[src/rtl/dpram_pkg.sv]
// Shared constants and types for the parametrised dual-port RAM.
package dpram_pkg;

  localparam int RDW_READ_FIRST  = 0;
  localparam int RDW_WRITE_FIRST = 1;

  typedef enum logic {
    CLEAR = 1'b0,
    READY = 1'b1
  } clr_state_e;

endpackage

[src/rtl/dpram_clear_ctrl.sv]
// Post-reset clear sequencer: walks every address once writing zero, then
// parks in READY and raises init_done until the next reset.
module dpram_clear_ctrl
  import dpram_pkg::*;
#(
  parameter  int DEPTH  = 16,
  localparam int ADDR_W = $clog2(DEPTH)
) (
  input  logic              clk,
  input  logic              rst_n,
  output logic              clr_we,
  output logic [ADDR_W-1:0] clr_addr,
  output logic              init_done
);

  localparam logic [ADDR_W-1:0] LAST_ADDR = ADDR_W'(DEPTH - 1);

  clr_state_e        state_q, state_d;
  logic [ADDR_W-1:0] ptr_q, ptr_d;
  logic              init_done_q, init_done_d;

  // State, pointer and done flag registers.
  always_ff @(posedge clk or negedge rst_n) begin
    if (!rst_n) begin
      state_q     <= CLEAR;
      ptr_q       <= '0;
      init_done_q <= 1'b0;
    end else begin
      state_q     <= state_d;
      ptr_q       <= ptr_d;
      init_done_q <= init_done_d;
    end
  end

  // Next-state logic and clear-write strobe.
  always_comb begin
    state_d     = state_q;
    ptr_d       = ptr_q;
    init_done_d = init_done_q;
    clr_we      = 1'b0;
    clr_addr    = ptr_q;
    case (state_q)
      CLEAR: begin
        clr_we = 1'b1;
        if (ptr_q == LAST_ADDR) begin
          state_d     = READY;
          init_done_d = 1'b1;
        end else begin
          ptr_d = ptr_q + 1'b1;
        end
      end
      READY:   ;
      default: state_d = CLEAR;
    endcase
  end

  assign init_done = init_done_q;

endmodule

[src/rtl/dual_port_ram_param.sv]
// Parametrised true dual-port synchronous RAM with post-reset clear,
// selectable same-port read-during-write, port-A-priority write collision
// arbitration and a saturating collision counter.
// Optional macro DPRAM_OUT_REG_EN adds a second output register per port.
module dual_port_ram_param
  import dpram_pkg::*;
#(
  parameter  int DATA_W   = 8,
  parameter  int DEPTH    = 16,
  parameter  int RDW_MODE = 0,
  parameter  int CNT_W    = 8,
  localparam int ADDR_W   = $clog2(DEPTH)
) (
  input  logic              clk,
  input  logic              rst_n,
  input  logic              en_a,
  input  logic              we_a,
  input  logic [ADDR_W-1:0] addr_a,
  input  logic [DATA_W-1:0] din_a,
  output logic [DATA_W-1:0] dout_a,
  input  logic              en_b,
  input  logic              we_b,
  input  logic [ADDR_W-1:0] addr_b,
  input  logic [DATA_W-1:0] din_b,
  output logic [DATA_W-1:0] dout_b,
  output logic              init_done,
  output logic              collision,
  output logic [CNT_W-1:0]  coll_cnt
);

  localparam logic [ADDR_W:0] DEPTH_L = (ADDR_W + 1)'(DEPTH);

  logic [DATA_W-1:0] mem_q [DEPTH];

  logic              clr_we;
  logic [ADDR_W-1:0] clr_addr;

  logic              in_a, in_b, pw_a, pw_b;
  logic              mem_we_a, mem_we_b;
  logic [ADDR_W-1:0] mem_addr_a;
  logic [DATA_W-1:0] mem_din_a;

  logic [DATA_W-1:0] rd_a_q, rd_a_d, rd_b_q, rd_b_d;
  logic              collision_q, collision_d;
  logic [CNT_W-1:0]  coll_cnt_q, coll_cnt_d;

  dpram_clear_ctrl #(
    .DEPTH (DEPTH)
  ) u_clear_ctrl (
    .clk       (clk),
    .rst_n     (rst_n),
    .clr_we    (clr_we),
    .clr_addr  (clr_addr),
    .init_done (init_done)
  );

  // Port decode, write arbitration, first-stage read data and collision count.
  always_comb begin
    in_a        = ({1'b0, addr_a} < DEPTH_L);
    in_b        = ({1'b0, addr_b} < DEPTH_L);
    pw_a        = init_done & en_a & we_a & in_a;
    pw_b        = init_done & en_b & we_b & in_b;
    collision_d = pw_a & pw_b & (addr_a == addr_b);

    // Clear writes share the port A write path; the two never overlap
    // because port writes require init_done.
    mem_we_a    = clr_we | pw_a;
    mem_addr_a  = clr_we ? clr_addr : addr_a;
    mem_din_a   = clr_we ? '0 : din_a;
    mem_we_b    = pw_b & ~collision_d;

    rd_a_d = rd_a_q;
    if (init_done && en_a) begin
      if (!in_a)                                   rd_a_d = '0;
      else if (we_a && RDW_MODE == RDW_WRITE_FIRST) rd_a_d = din_a;
      else                                         rd_a_d = mem_q[addr_a];
    end

    rd_b_d = rd_b_q;
    if (init_done && en_b) begin
      if (!in_b)                                   rd_b_d = '0;
      else if (we_b && RDW_MODE == RDW_WRITE_FIRST) rd_b_d = din_b;
      else                                         rd_b_d = mem_q[addr_b];
    end

    coll_cnt_d = coll_cnt_q;
    if (collision_d && coll_cnt_q != '1) coll_cnt_d = coll_cnt_q + 1'b1;
  end

  // Storage array; not reset, contents are cleared by the sequencer.
  always_ff @(posedge clk) begin
    if (mem_we_b) mem_q[addr_b]     <= din_b;
    if (mem_we_a) mem_q[mem_addr_a] <= mem_din_a;
  end

  // First-stage read registers and collision status.
  always_ff @(posedge clk or negedge rst_n) begin
    if (!rst_n) begin
      rd_a_q      <= '0;
      rd_b_q      <= '0;
      collision_q <= 1'b0;
      coll_cnt_q  <= '0;
    end else begin
      rd_a_q      <= rd_a_d;
      rd_b_q      <= rd_b_d;
      collision_q <= collision_d;
      coll_cnt_q  <= coll_cnt_d;
    end
  end

`ifdef DPRAM_OUT_REG_EN
  logic              ren_a_q, ren_a_d, ren_b_q, ren_b_d;
  logic [DATA_W-1:0] out_a_q, out_a_d, out_b_q, out_b_d;

  // Second stage loads whenever the first stage was enabled a cycle earlier.
  always_comb begin
    ren_a_d = init_done & en_a;
    ren_b_d = init_done & en_b;
    out_a_d = ren_a_q ? rd_a_q : out_a_q;
    out_b_d = ren_b_q ? rd_b_q : out_b_q;
  end

  // Output pipeline registers.
  always_ff @(posedge clk or negedge rst_n) begin
    if (!rst_n) begin
      ren_a_q <= 1'b0;
      ren_b_q <= 1'b0;
      out_a_q <= '0;
      out_b_q <= '0;
    end else begin
      ren_a_q <= ren_a_d;
      ren_b_q <= ren_b_d;
      out_a_q <= out_a_d;
      out_b_q <= out_b_d;
    end
  end

  assign dout_a = out_a_q;
  assign dout_b = out_b_q;
`else
  assign dout_a = rd_a_q;
  assign dout_b = rd_b_q;
`endif

  assign collision = collision_q;
  assign coll_cnt  = coll_cnt_q;

endmodule

[config.mk]
export PLATFORM = sky130hd
export DESIGN_NAME = dual_port_ram_param
export DESIGN_NICKNAME = d
export VERILOG_FILES = /design/src/rtl/dpram_pkg.sv /design/src/rtl/dpram_clear_ctrl.sv /design/src/rtl/dual_port_ram_param.sv
export SDC_FILE = /design/constraint.sdc
export NUM_CORES = 1
export LEC_CHECK = 0
export CORE_MARGIN = 2
export CORE_UTILIZATION = 60
export CTS_CLUSTER_SIZE = 12
export DETAILED_ROUTE_END_ITERATION = 7
export MAX_ROUTING_LAYER = met4
export PLACE_DENSITY = 0.88
export SLEW_MARGIN = 10
export SYNTH_ARGS = -nofsm -noshare
export SYNTH_HDL_FRONTEND = slang
export SYNTH_SLANG_ARGS = --single-unit
[constraint.sdc]
create_clock -name clk -period 3.6 [get_ports clk]
set_clock_uncertainty 0.1 [all_clocks]
set_input_delay 0.36 -clock clk [delete_from_list [all_inputs] [get_ports clk]]
set_output_delay 0.36 -clock clk [all_outputs]
set_load 0.01 [all_outputs]
Word-level counts from Yosys, hierarchy flattened
Memory sizes are Yosys's and may differ from the RTL's. A register that Yosys moved wholly into a read port is not among the register bits. Cells that the tools add are included.

Bits in registers: 15. Input bits: 30. Memories: 1. Memory bits (writable): 128. Word-level logic and storage cells: 38. Output and inout bits: 26.

Memory list: mem_q (depth 16, width 8, rd ports 2, clocked after memory_dff 2, write ports 2, line dual_port_ram_param.sv:33) `logic [DATA_W-1:0] mem_q [DEPTH];`.

Reduce and logical (&&, ||, !) cells: 7. Equality and inequality tests: 3. Add/subtract/negate cells: 2. Muxes and demuxes: 9. Bitwise gates (word level): 11.

Operator list (number): 8-bit by 1-bit adder with 8-bit output, second input constant (1); 8-bit two-way mux (1); 8-bit inequality test, second input constant (1); 1-bit bitwise AND (7); 1-bit two-way mux (7); 4-bit by 1-bit adder with 4-bit output, second input constant (1); 4-bit == test (1); 4-bit == test, second input constant (1); 4-bit two-way mux (1); 2-bit AND reduction (2); 1-bit logical AND (3); 1-bit inverter (3); 1-bit logical NOT (2); 1-bit OR (1).

Depth between registers and ports, before layout
Depth after elaboration: 8. Mapped depth: 8.

Modules after synthesis
From an unflattened synthesis, not the netlist that was laid out.

Cell total of the unflattened synthesis: 803. Area, all modules: 9359.0 sq um.

By module, submodules not included: dual_port_ram_param (instances 1, seq. area each 4469.3 sq um, cells each 784, area an instance 9082.5 sq um); dpram_clear_ctrl (instances 1, seq. area each 150.1 sq um, cells each 19, area an instance 276.5 sq um).

Worst setup path after synthesis
Ideal clock, no wire load.

Path type: input -> register. Start point: input port addr_b[1]. End point: memory mem_q[15][0] (enable). Arrival: 1932 ps. Buffers on the path: 3. Setup time: 387 ps. Required time: 3113 ps. Stages: 6. Slack: 1182 ps. Path through: buf_4 buf_4 and2_1 clkbuf_1 nand2_1 o31ai_1.

RTL lines: from (decl) (line dual_port_ram_param.sv:23) `input logic [ADDR_W-1:0] addr_b,`; to (decl) (line dual_port_ram_param.sv:33).

==> flow_summary_export.csv <==
group,metric,value,unit
run_status,status,"finished, violations left",
run_status,violations,"design-rule violations",
clock_network,cts.repair.resized,0,
clock_network,worstSkewPairLatency,0.44,ns
synthesis,synthMuxAreaShare,23.9,%
clock_network,cts_root_buffer,"clkbuf_16",
sta,setup_violations,0,
power_and_ir_drop,total_power,4.62,mW
cells_and_area,nNetsFinal,882,
synthesis,netlist_area,9350,sq um
clock_network,cts_buffers,17,
synthesis,synthXorXnorAreaFrac,1.12,%
die,num_rows,45,
worst_hold_path,hp-class,"input port to async pin",
clock_network,cts_max_level,4,
grt,grt_first_pass_wirelength,42800,um
synthesis,synth_ff_type,"edfxtp_1",
grt,grt_max_degree,45,
synthesis,yosys.area_share.simple,11.5,%
synthesis,synth.most_common_cell,"edfxtp_1",
die,chipWidth,129,um
worst_setup_path,critPathRequiredTime,3.64,ns
die,die_area,16600,sq um
route,drt-vias-per-instance,7.16,
route,ant_nets,0,
die,initial_core_util,61.5,%
power_and_ir_drop,powerDensity,435,nW/um^2
worst_setup_path,cpPeakStageDelay,0.90,ns
synthesis,syn_area_per_cell,11.4,sq um
synthesis,synth_compound_area_share,9.90,%
die,die_y,129,um
sta,hold_viol,0,
sta,finalCritPeriodShare,83.3,%
synthesis,ys_seq_area_share,49.4,%
clock_network,path_clk_slew,0.06,ns
route,drc,1,
worst_setup_path,worstPathMaxFanout,31,
die,core_area,15200,sq um
die,io_pins,56,
sta,slew_headroom,17.6,%
synthesis,synth-seq-cells,159,
worst_setup_path,path_class,"register to register",
power_and_ir_drop,peakVddDrop,0.387,mV
clock_network,clockBufferDepth,2,
route,post_drt_wl_per_cell,27.8,um
grt,track_usage,37.2,%
flow_run,cap_violations,0,
sta,max_freq,334,MHz
worst_setup_path,start_kind,"register",
synthesis,ys_types,50,
grt,antenna_found_initial,1,
worst_setup_path,cp_slowest_cell,"dfrtp_1",
cells_and_area,final_cell_count_no_fill,1052,
synthesis,synth_edf_count,128,
sta,setup_tns,0,ns
worst_setup_path,setup.worst_path.end_class,"register",
synthesis,synth_nets,852,
sta,rsz0062_at_grt,"false",
sta,setup_ws,0.602,ns
placement,place.port_buffers,55,
worst_setup_path,cpMostUsedCell,"nand2_1",
placement,post-place-ws,0.553,ns
route,drt_iter0_drc,1368,
synthesis,synth_warnings,0,
power_and_ir_drop,cellLeakagePower,4.00,nW
sta,slew_violations,0,
cells_and_area,drive_above_1_share,19.2,%
grt,grt_pass1_vias,7123,
route,totalWireLength,29200,um
worst_setup_path,cp_cell_sequence,"nand2_1 -> o22ai_1 -> nand2_1 -> o31ai_1 -> buf_4",
grt,overflow,0,
synthesis,synth_top_family_by_area,"multiplexers",
synthesis,synth_fa_ha_area_share,0.268,%
sta,max_slew.worst_pin.slew,1.23,ns
clock_network,cts_tree,"done",
route,num_vias,7533,
synthesis,synth.top_cells.by_area,"edfxtp_1 41%, mux2i_1 12%, mux2_2 10%, dfrtp_1 8.3%, nand2_1 4.2%",
placement,dpl.cell_count,1019,
clock_network,cts.sinks,159,
synthesis,netlist_instances,820,
sta,worst_hold_slack,0.227,ns
sta,post-route-min-period,3.00,ns
cells_and_area,area_growth,13.5,%
synthesis,synthArstFlopShare,19.5,%
clock_network,cts_setup_buffers,0,
synthesis,yosys.area.top_type,"edfxtp_1",
synthesis,synthTopCellsByCount,"128 x edfxtp_1, 112 x mux2i_1, 105 x nand2_1, 83 x mux2_2, 58 x o21ai_0",
route,first_pass_iters,8,
clock_network,holdBufCountCts,0,
worst_setup_path,crit_arrival,3.04,ns
synthesis,yosysTopAreaCellShare,41.1,%
placement,gp_congestion,1.05,
placement,place_hpwl,20000,um
-- cells in the final DEF, fill, tap and decap left out, types with 2 or more instances in the layout --
cell type / n
a21oi_1: 9
a221oi_1: 2
a22oi_1: 24
a31oi_1: 9
and2_1: 15
buf_2: 2
buf_4: 26
bufinv_16: 2
clkbuf_16: 20
clkdlybuf4s50_1: 52
clkinv_4: 5
dfrtp_1: 31
edfxtp_1: 128
ha_1: 2
inv_1: 3
inv_6: 2
mux2_2: 83
mux2i_1: 112
mux4_2: 8
nand2_1: 105
nand2_2: 4
nand2b_1: 5
nand3_1: 31
nand4_1: 15
nor2_1: 33
nor2_4: 2
nor2b_1: 7
nor3_1: 2
o21ai_0: 58
o21bai_1: 3
o22ai_1: 19
o31ai_1: 11
or3_1: 2
xnor2_1: 10
xor2_1: 2
-- state kept, by name (all words and copies together), names as in the netlist --
register                count
mem_q                     128
coll_cnt                    8
dout_a                      8
dout_b                      8
u_clear_ctrl.clr_addr       4
collision                   1
u_clear_ctrl.init_done      1
u_clear_ctrl.state_q        1
-- layer usage --
metal	global-route usage (%)	wire (um)	up-vias
li1	-	-	3134
met1	47.2	10200	3575
met2	54.1	13200	685
met3	9.19	3890	139
met4	22.2	1960	0
met5	-	0	-
-- where the power goes --
part           internal (mW)  switching (mW)
Combinational          0.235           0.348
Sequential              2.04          0.0274
Clock                   1.18           0.786
-- worst max-delay path: cells and delay by family, from the launching register on --
kind | cells | cell delay (ns)
AND/OR/NAND/NOR | 2 | 0.69
flip-flops | 1 | 0.90
AO/OA/AOI/OAI | 2 | 0.77
buffers and inverters | 1 | 0.24
-- cell families (layout without fill, tap and decap cells) --
| group | count (synthesis) | after routing |
|---|---|---|
| simple gates | 228 | 228 |
| flops | 159 | 159 |
| other cells | 0 | 1 |
| xor+xnor | 12 | 12 |
| mux | 203 | 203 |
| buf+inv | 73 | 116 |
| fa+ha+maj | 2 | 2 |
| compound gates | 143 | 143 |
-- per-stage QoR --
step	utilization (%)	area, sq um
6_report	69.9	10600
5_1_grt	69.9	10600
4_1_cts	69.8	10600
3_5_place_dp	65.5	9960
3_3_place_gp	65.5	9960
2_1_floorplan	-	9350
-- path summary, 6_finish.rpt --
| kind | startpoint | end | slack (ns) | cells past startpoint |
|---|---|---|---|---|
| setup / recovery | u_clear_ctrl.state_q$_DFF_PN0_ | mem_q[7][4]$_DFFE_PP_ | 0.60 | 5 |
| hold / removal | rst_n | dout_b[1]$_DFFE_PN0N_ | 0.23 | 2 |
| setup reg to reg | u_clear_ctrl.state_q$_DFF_PN0_ | mem_q[7][4]$_DFFE_PP_ | 0.60 | 5 |
| hold reg to reg | dout_a[3]$_DFFE_PN0N_ | dout_a[3]$_DFFE_PN0N_ | 0.38 | 2 |
| max in group asynchronous | rst_n | u_clear_ctrl.clr_addr[1]$_DFFE_PN0P_ | 2.85 | 2 |
| min in group clk | dout_a[3]$_DFFE_PN0N_ | dout_a[3]$_DFFE_PN0N_ | 0.38 | 2 |
-- final cells by class --
class / instances / area [sq um]
flip-flops and latches: 159 / 4620
fillers: 1007 / 4580
multi-input cells: 588 / 4370
repair buffers: 80 / 726
clock buffers: 21 / 514
well taps: 188 / 235
clock inverters: 11 / 139
inverters: 4 / 15.0
diodes: 1 / 2.50
Note: power is estimated with default switching activity, not from simulation.
